File: src/rtl/timekeeper_hms.sv
// timekeeper_hms: prescaled hours/minutes/seconds clock with load, 12h/24h modes and optional alarm.
// Optional alarm compare is built only when TIMEKEEPER_ALARM_EN is defined.
`default_nettype none

module timekeeper_hms #(
  parameter int TICK_DIV = 50000000,
  parameter int H24      = 1
) (
  input  logic       clk,
  input  logic       rst,
  input  logic       run,
  input  logic       set_en,
  input  logic [4:0] set_h,
  input  logic [5:0] set_m,
  input  logic [5:0] set_s,
  input  logic       alarm_on,
  input  logic [4:0] alarm_h,
  input  logic [5:0] alarm_m,
  output logic [4:0] hours,
  output logic [5:0] mins,
  output logic [5:0] secs,
  output logic       pm,
  output logic       sec_tick,
  output logic       day_wrap,
  output logic       set_err,
  output logic       alarm_hit
);

  localparam int              c_PW      = (TICK_DIV > 1) ? $clog2(TICK_DIV) : 1;
  localparam logic [c_PW-1:0] c_PRE_MAX = c_PW'(TICK_DIV - 1);
  localparam logic [4:0]      c_HRS_RST = (H24 != 0) ? 5'd0 : 5'd12;

  logic [c_PW-1:0] r_pre;
  logic [4:0]      r_hours;
  logic [5:0]      r_mins;
  logic [5:0]      r_secs;
  logic            r_pm;
  logic            r_tick;
  logic            r_wrap;
  logic            r_err;
  logic            r_alarm;

  logic            w_tick;
  logic            w_valid;
  logic            w_h_ok;
  logic [4:0]      w_h_nxt;
  logic [5:0]      w_m_nxt;
  logic [5:0]      w_s_nxt;
  logic            w_pm_nxt;
  logic            w_wrap;
  logic            w_alarm;

  assign w_tick  = run && (r_pre == c_PRE_MAX);
  assign w_h_ok  = (H24 != 0) ? (set_h <= 5'd23) : ((set_h >= 5'd1) && (set_h <= 5'd12));
  assign w_valid = w_h_ok && (set_m <= 6'd59) && (set_s <= 6'd59);

  always_comb begin
    w_s_nxt  = r_secs + 6'd1;
    w_m_nxt  = r_mins;
    w_h_nxt  = r_hours;
    w_pm_nxt = r_pm;
    w_wrap   = 1'b0;
    if (r_secs == 6'd59) begin
      w_s_nxt = 6'd0;
      w_m_nxt = r_mins + 6'd1;
      if (r_mins == 6'd59) begin
        w_m_nxt = 6'd0;
        if (H24 != 0) begin
          if (r_hours == 5'd23) begin
            w_h_nxt = 5'd0;
            w_wrap  = 1'b1;
          end else begin
            w_h_nxt = r_hours + 5'd1;
          end
        end else begin
          // 12h dial: 12 -> 1 ... 11 -> 12, with the meridiem flipping on 11 -> 12
          if (r_hours == 5'd12) begin
            w_h_nxt = 5'd1;
          end else if (r_hours == 5'd11) begin
            w_h_nxt  = 5'd12;
            w_pm_nxt = ~r_pm;
            w_wrap   = r_pm;
          end else begin
            w_h_nxt = r_hours + 5'd1;
          end
        end
      end
    end
  end

`ifdef TIMEKEEPER_ALARM_EN
  assign w_alarm = alarm_on && (w_s_nxt == 6'd0) && (w_m_nxt == alarm_m) && (w_h_nxt == alarm_h);
`else
  logic w_alarm_unused;
  assign w_alarm_unused = ^{alarm_on, alarm_h, alarm_m};
  assign w_alarm        = 1'b0;
`endif

  always_ff @(posedge clk or negedge rst) begin
    if (!rst) begin
      r_pre   <= '0;
      r_hours <= c_HRS_RST;
      r_mins  <= 6'd0;
      r_secs  <= 6'd0;
      r_pm    <= 1'b0;
      r_tick  <= 1'b0;
      r_wrap  <= 1'b0;
      r_err   <= 1'b0;
      r_alarm <= 1'b0;
    end else begin
      r_tick  <= 1'b0;
      r_wrap  <= 1'b0;
      r_err   <= 1'b0;
      r_alarm <= 1'b0;
      if (set_en) begin
        // A load takes priority over any tick; a rejected load freezes everything for that cycle
        if (w_valid) begin
          r_pre   <= '0;
          r_hours <= set_h;
          r_mins  <= set_m;
          r_secs  <= set_s;
          r_pm    <= 1'b0;
        end else begin
          r_err <= 1'b1;
        end
      end else if (run) begin
        if (w_tick) begin
          r_pre   <= '0;
          r_hours <= w_h_nxt;
          r_mins  <= w_m_nxt;
          r_secs  <= w_s_nxt;
          r_pm    <= w_pm_nxt;
          r_tick  <= 1'b1;
          r_wrap  <= w_wrap;
          r_alarm <= w_alarm;
        end else begin
          r_pre <= r_pre + 1'b1;
        end
      end
    end
  end

  assign hours     = r_hours;
  assign mins      = r_mins;
  assign secs      = r_secs;
  assign pm        = r_pm;
  assign sec_tick  = r_tick;
  assign day_wrap  = r_wrap;
  assign set_err   = r_err;
  assign alarm_hit = r_alarm;

endmodule

`default_nettype wire

File: config.mk
export PLATFORM = sky130hd
export DESIGN_NAME = timekeeper_hms
export DESIGN_NICKNAME = d
export VERILOG_FILES = /design/src/rtl/timekeeper_hms.sv
export SDC_FILE = /design/constraint.sdc
export NUM_CORES = 1
export LEC_CHECK = 0
export BUFFER_PORTS_ARGS = -buffer_cell sky130_fd_sc_hd__clkbuf_2
export CORE_UTILIZATION = 53
export CTS_CLUSTER_SIZE = 40
export DETAILED_ROUTE_END_ITERATION = 8
export HOLD_SLACK_MARGIN = 0.1
export PLACE_DENSITY = 0.77
export SLEW_MARGIN = 30
export SYNTH_ARGS = -nofsm -noshare
export SYNTH_HDL_FRONTEND = slang
export SYNTH_SLANG_ARGS = --single-unit
File: constraint.sdc
create_clock -name clk -period 5.99 [get_ports clk]
set_input_delay 0.8985 -clock clk [delete_from_list [all_inputs] [get_ports clk]]
set_output_delay 0.8985 -clock clk [all_outputs]
set_load 0.02 [all_outputs]
Word-level counts from Yosys, hierarchy flattened
Cells that the tools add are included.
W data, S select, Z words.
{ "totals": {"reg_bits": 46, "inputBits": 33} }
{ "classes": {"add_sub_neg": 4, "order_cmp": 3, "eq_ne": 5, "n_mux": 33, "n_reduce_logical": 11} }
{ "ops": {"columns": ["cell", "count"], "rows": [
  ["$mux W26", 4],
  ["$mux W6", 11],
  ["$mux W5", 7],
  ["$add A26 B1 Y26 const B", 1],
  ["$eq A26 B26 Y1 const B", 1],
  ["$add A6 B1 Y6 const B", 2],
  ["$eq A6 B6 Y1 const B", 2],
  ["$le A6 B6 Y1 const B", 2],
  ["$mux W1", 11],
  ["$reduce_bool A2 Y1", 4],
  ["$add A5 B1 Y5 const B", 1],
  ["$eq A5 B5 Y1 const B", 1],
  ["$le A5 B5 Y1 const B", 1],
  ["$reduce_and A5 Y1", 1],
  ["$reduce_and A4 Y1", 1],
  ["$logic_and A1 B1 Y1", 3],
  ["$reduce_and A3 Y1", 1],
  ["$ne A2 B1 Y1 const B", 1],
  ["$reduce_and A2 Y1", 1]
]} }

Longest topological paths before layout
Gate-level depths: netlist of run 1.
{ "logic_depth": {"depth_word": 7, "mapped_depth": 8, "mapped_depth_nobuf": 6} }

Least setup slack after synthesis of run 1
OpenSTA, ideal clock, no wires.
{ "synth_path": {"path_kind": "input port to flip-flop", "from": "input set_s[5]", "to": "register r_mins[0] (netlist: mins[0])", "arrival_ns": 2.413, "path_slack_ns": 3.456, "path_stages": 6, "n_path_buf": 1, "path_cell_list": "and4_1 > nor4_1 > a21o_2 > buf_2 > nand2_1 > a22o_1"} }
{ "synth_between": {"elab_chain_cells": 4} }
{ "synth_lines": {"columns": ["item", "line", "text"], "rows": [
  ["from (decl)", "15", "input logic [5:0] set_s,"],
  ["$le A6 B6 Y1", "55", "assign w_valid = w_h_ok && (set_m <= 6'd59) && (set_s <= 6'd59);"],
  ["$logic_and A1 B1 Y1", "55", null],
  ["$ne A2 B1 Y1 (no line)", null, null],
  ["$reduce_and A4 Y1 (no line)", null, null],
  ["to (signal assigned)", "120", "r_mins <= set_m;"],
  ["to (signal assigned)", "130", "r_mins <= w_m_nxt;"],
  ["to (decl)", "35", "logic [5:0] r_mins;"]
]} }
Every way passes these cells.
A chain may end at the register's enable or synchronous reset.

Worst setup path after layout of run 1
{ "layout_path": {"from": "input set_en", "to": "register r_mins[0] (netlist: mins[0])"} }
{ "layout_between": {"elab_chain_cells": 2} }
{ "layout_lines": {"columns": ["item", "line", "text"], "rows": [
  ["from (decl)", "12", "input logic set_en,"],
  ["$ne A2 B1 Y1 (no line) or $reduce_bool A2 Y1 (tied branches)", null, null],
  ["$reduce_and A4 Y1 (no line)", null, null]
]} }
Several ways; a longest one is shown, not always the timed one.

==> results of run 1 <==
routing by layer:
layer	wire length (um)	up-vias	part of all wire	global-route usage
li1	-	1219	-	-
met1	3110	1249	0.47	0.370
met2	3050	81	0.46	0.384
met3	343	8	0.052	0.0645
met4	65	0	0.0099	0.0705
met5	0	-	0	0
registers in the layout, indices dropped and copies added (netlist names):
register  count
hours         5
secs          6
mins          6
set_err       1
r_pre        26
sec_tick      1
day_wrap      1
cells by family (layout without fill, tap and decap cells):
| group | Yosys count | in the layout | share of synthesized area |
|---|---|---|---|
| multiplexers | 6 | 6 | 0.0238 |
| AO/OA/AOI/OAI | 68 | 68 | 0.165 |
| AND/OR/NAND/NOR | 145 | 145 | 0.288 |
| buffers and inverters | 22 | 59 | 0.0343 |
| adder cells (fa/ha/maj) | 4 | 4 | 0.0183 |
| XOR/XNOR | 15 | 15 | 0.0480 |
| flip-flops | 46 | 46 | 0.420 |
| other | 1 | 2 | 0.00137 |
path summary, 6_finish.rpt:
check                           from        end  slack [ps]  cells past startpoint
max                           set_en    mins[0]        3180                      5
max in group asynchronous        rst  r_pre[12]        4900                      2
max reg2reg                 r_pre[1]    mins[0]        3420                      6
min reg2reg                r_pre[25]  r_pre[25]         510                      1
min in group asynchronous        rst   r_pre[1]         680                      2
min                        r_pre[25]  r_pre[25]         510                      1
where the power goes:
part	internal (mW)	switching, mW
clock network	0.0806	0.104
registers	0.340	0.0382
logic	0.0672	0.107
placed cells by master (no fill, tap or decap), types with 6 or more instances in the layout:
master	Yosys	layout
xor2_1	10	10
a31oi_1	8	8
and2_1	6	6
nand2_1	30	30
o21ai_0	16	16
nor3_1	9	9
nand3_1	19	19
a21oi_1	13	13
nand4_1	16	16
nor2_1	26	26
inv_1	8	8
nor4_1	9	9
clkbuf_2	0	40
dfrtp_1	46	46
layout make-up:
type                            instances  share of cell area
Multi-Input combinational cell        240               0.490
Tap cell                               67              0.0273
Clock buffer                            7              0.0248
Inverter                                9              0.0110
Timing Repair Buffer                   43              0.0725
Sequential cell                        46               0.375
per-stage QoR:
step	util	setup slack (ps)
2_1_floorplan	-	3460
3_3_place_gp	0.618	2910
3_5_place_dp	0.618	2850
4_1_cts	0.634	3170
5_1_grt	0.634	3030
6_report	0.634	3180
cells in the mapped netlist, types with 3 or more instances:
cell and count:
nor3_1 9, xor2_1 10, dfrtp_1 46, and4_1 4, or4_1 5, o21ai_0 16, xnor2_1 5, nand4_1 16
or3_1 4, a22o_1 5, and2_1 6, nand4b_1 4, nor4_1 9, a31oi_1 8, a21oi_1 13, clkbuf_1 7
buf_2 3, nand3_1 19, ha_1 4, nor2_1 26, inv_1 8, o311ai_0 3, nand2_1 30, o31a_1 4
worst reg2reg max path, cell delays in order, from the launching register on:
cell	delay [ps]
dfrtp_1	430
ha_1	200
nand3_1	260
nor4_4	590
a21o_2	560
nand2_1	180
a22o_1	260
==> flow_summary.json, run 1 <==
{
  "status": "complete, no violations",
  "rows": 25,
  "timing.hold.ws_ps": 508,
  "timing.fmax_ghz": 0.356,
  "tritoncts": "built",
  "io_pins": 55,
  "yosysWarnings": 0,
  "tns_ps": 0,
  "ir_drop_v": 0.000146,
  "avgViaCountPerCell": 6.21,
  "dr.pass1.iters": 5,
  "final_nets": 382,
  "die_w_um": 73.9,
  "worst_pin_slew_ps": 694,
  "ys_top_cells_by_area": "dfrtp_1 (42%), nand2_1 (4.1%), nand4_1 (3.7%)",
  "cts_buffers": 5,
  "yosysSeqAreaShare": 0.420,
  "yosysUniqueCellTypes": 55,
  "finalMaxSlewViolations": 0,
  "root_buffer": "clkbuf_8",
  "timing.final.hold_violations": 0,
  "gp_congestion": 0.892,
  "fin_skew_ps": 10.1,
  "criticalPathCategory": "in -> reg",
  "place_hpwl_mm": 4.60,
  "cts_buffer_depth": 2,
  "synth_seq_cells": 46,
  "cap_violations": 0,
  "p_per_area_nw_per_um2": 240,
  "grt_max_degree": 47,
  "dieArea_sq_um": 5460,
  "synth_top_area_frac": 0.420,
  "initial_core_util": 0.565,
  "p_total_mw": 0.737,
  "clk_pin_slew_worst_paths_ps": 80,
  "drc_errors": 0,
  "critPathBufInv": 1,
  "maxSlewHeadroom": 0.533,
  "insertedDiodeCount": 0,
  "syn-cell-area_sq_um": 2740,
  "fin_cells": 412,
  "vias": 2557,
  "cp.required_ps": 6190,
  "dpl_cell_area_sq_um": 3000,
  "cts.sinks": 46,
  "slowest_delay_ps": 730,
  "coreArea_sq_um": 4850,
  "setup_violations": 0,
  "drt_iter0_markers": 204,
  "wl_mm": 6.57,
  "antenna_found_initial": 0,
  "leakage_nw": 1.27,
  "ys.flop_type": "dfrtp_1",
  "drt-wirelength-per-cell_um": 15.9,
  "synth_top_area_cell": "dfrtp_1",
  "rsz0062_at_grt": "false",
  "end_kind": "flip-flop",
  "cts_resized": 0,
  "ant_nets": 0,
  "path_delay_family": "simple AND/OR/NAND/NOR gates",
  "start_kind": "input pin",
  "multi_input_area_sq_um": 1500,
  "fillerInstances": 418,
  "clk_latency_ps": 300,
  "die_height_um": 73.9,
  "grt_overflow": 0,
  "grt_pass1_wl_mm": 10.8,
  "worstPathArrival_ps": 3000,
  "hold_buffers": 0,
  "layout-drive-gt1-share": 0.171,
  "port_buffers": 40,
  "async_flop_share": 1.00,
  "first_global_vias": 2267,
  "post-route-period-util": 0.469,
  "dp_cells": 405,
  "avgSynthCellArea_sq_um": 8.92,
  "cts_setup_buffers": 0,
  "seq_area_sq_um": 1150,
  "final_cell_area_sq_um": 3070,
  "hp-class": "reg -> reg",
  "finalCriticalPeriod_ps": 2810,
  "critPathSlowestCell": "nor4_1",
  "crit_fanout": 29,
  "track_usage": 0.258,
  "area_growth_syn_to_layout_pct": 12.2,
  "htreeDepth": 2,
  "synth_cells": 307,
  "critical_path.cell_chain": "clkbuf_2 -> nor4_1 -> a21o_2 -> nand2_1 -> a22o_1",
  "synth_edf_count": 0
}
Power figures use the tool's default switching activity.
==> run 2, diff against run 1 <==
- clock period: 5.99 -> 2.8 ns (I/O delays scaled with it)
==> flow_summary.json, run 2 (synthesis results as in run 1) <==
{
  "cts_setup_buffers": 0,
  "ant_nets": 0,
  "cts_buffers": 5,
  "die_height_um": 73.9,
  "multi_input_area_sq_um": 1500,
  "ir_drop_v": 0.000329,
  "maxSlewHeadroom": 0.555,
  "fin_skew_ps": 15.4,
  "p_per_area_nw_per_um2": 538,
  "cap_violations": 0,
  "clk_latency_ps": 300,
  "antenna_found_initial": 0,
  "cp.required_ps": 2990,
  "drt_iter0_markers": 168,
  "coreArea_sq_um": 4850,
  "htreeDepth": 2,
  "wl_mm": 6.66,
  "die_w_um": 73.9,
  "start_kind": "flip-flop",
  "critical_path.cell_chain": "ha_1 -> nand3_1 -> nor4_4 -> nand2_2 -> o31ai_2 -> mux2_1",
  "top_register": "r_pre",
  "critPathBufInv": 0,
  "area_growth_syn_to_layout_pct": 15.4,
  "status": "complete, no violations",
  "worst_pin_slew_ps": 661,
  "seq_area_sq_um": 1150,
  "timing.final.hold_violations": 0,
  "port_buffers": 40,
  "hold_buffers": 0,
  "pwr-share-seq": 0.477,
  "tritoncts": "built",
  "critPathSlowestCell": "nor4_4",
  "p_switching_mw": 0.539,
  "timing.hold.ws_ps": 203,
  "grt_max_degree": 47,
  "dr.pass1.iters": 5,
  "grt_pass1_wl_mm": 11.1,
  "clk_pin_slew_worst_paths_ps": 90,
  "final_nets": 389,
  "internal_power_mw": 1.16,
  "criticalPathCategory": "reg -> reg",
  "fillerInstances": 419,
  "cts.sinks": 46,
  "drc_errors": 0,
  "end_kind": "flip-flop",
  "dieArea_sq_um": 5460,
  "final_cell_area_sq_um": 3160,
  "final_cell_mix": "dfrtp_1 (46), clkbuf_2 (40), nand2_1 (30)",
  "insertedDiodeCount": 0,
  "rows": 25,
  "vias": 2539,
  "clockPowerShare": 0.302,
  "gp_congestion": 0.849,
  "swShare": 0.317,
  "path_delay_family": "simple AND/OR/NAND/NOR gates",
  "layout-drive-gt1-share": 0.193,
  "post-route-period-util": 0.866,
  "largest_register_ffs": 26,
  "rsz0062_at_grt": "false",
  "dpl_cell_area_sq_um": 3050,
  "initial_core_util": 0.565,
  "avgViaCountPerCell": 6.06,
  "layout_commonest_cell": "dfrtp_1",
  "p_total_mw": 1.70,
  "finalCriticalPeriod_ps": 2430,
  "setup_violations": 0,
  "finalMaxSlewViolations": 0,
  "cts_resized": 0,
  "slowest_delay_ps": 500,
  "cts_buffer_depth": 2,
  "crit_fanout": 8,
  "hp-class": "in -> async",
  "leakage_nw": 1.33,
  "drt-wirelength-per-cell_um": 15.9,
  "power_frac_comb": 0.221,
  "place_hpwl_mm": 4.69,
  "tns_ps": 0,
  "io_pins": 55,
  "timing.fmax_ghz": 0.412,
  "first_global_vias": 2350,
  "utilization": 0.652,
  "worstPathArrival_ps": 2620,
  "root_buffer": "clkbuf_8",
  "track_usage": 0.264,
  "grt_overflow": 0
}
-- run 2: power groups by stage --
| stage | Sequential (mW) | Combinational, mW | Clock [mW] |
|---|---|---|---|
| 2_1_floorplan | 0.866 | 0.187 | 0 |
| 3_3_place_gp | 0.817 | 0.369 | 0 |
| 3_5_place_dp | 0.820 | 0.374 | 0 |
| 4_1_cts | 0.807 | 0.376 | 0.518 |
| 5_1_grt | 0.822 | 0.418 | 0.540 |
| 6_report | 0.811 | 0.376 | 0.513 |
-- run 2: cell type report --
cell class / instances / area share
multi-input combinational: 240 / 0.476
timing repair buffer: 50 / 0.0871
tap: 67 / 0.0265
clock inverter: 1 / 0.00950
inverter: 9 / 0.0107
sequential: 46 / 0.364
clock buffer: 6 / 0.0261
-- run 2: stage by stage --
| step | setup slack, ps | cells |
|---|---|---|
| after floorplan | 573 | 308 |
| after global placement | 497 | 412 |
| after detailed placement | 428 | 412 |
| after CTS | 427 | 419 |
| after global routing | 231 | 419 |
| final | 375 | 419 |
-- run 2: path summary, 6_finish.rpt --
check | from | slack [ps] | to | cells after the start
worst max-delay path | r_pre[0] | 370 | hours[1] | 6
worst min-delay path | rst | 200 | r_pre[19] | 2
worst max register to register | r_pre[0] | 370 | hours[1] | 6
worst min register to register | r_pre[25] | 520 | r_pre[25] | 1
max in group asynchronous | rst | 2190 | r_pre[13] | 2
min in group clk | set_m[2] | 360 | mins[2] | 3
-- run 2: metal layers --
layer	wire (um)	GRT usage	vias to the layer above
met5	0	0	-
met4	86	0.0897	0
met3	323	0.0357	9
li1	-	-	1237
met1	3200	0.380	1211
met2	3050	0.409	82
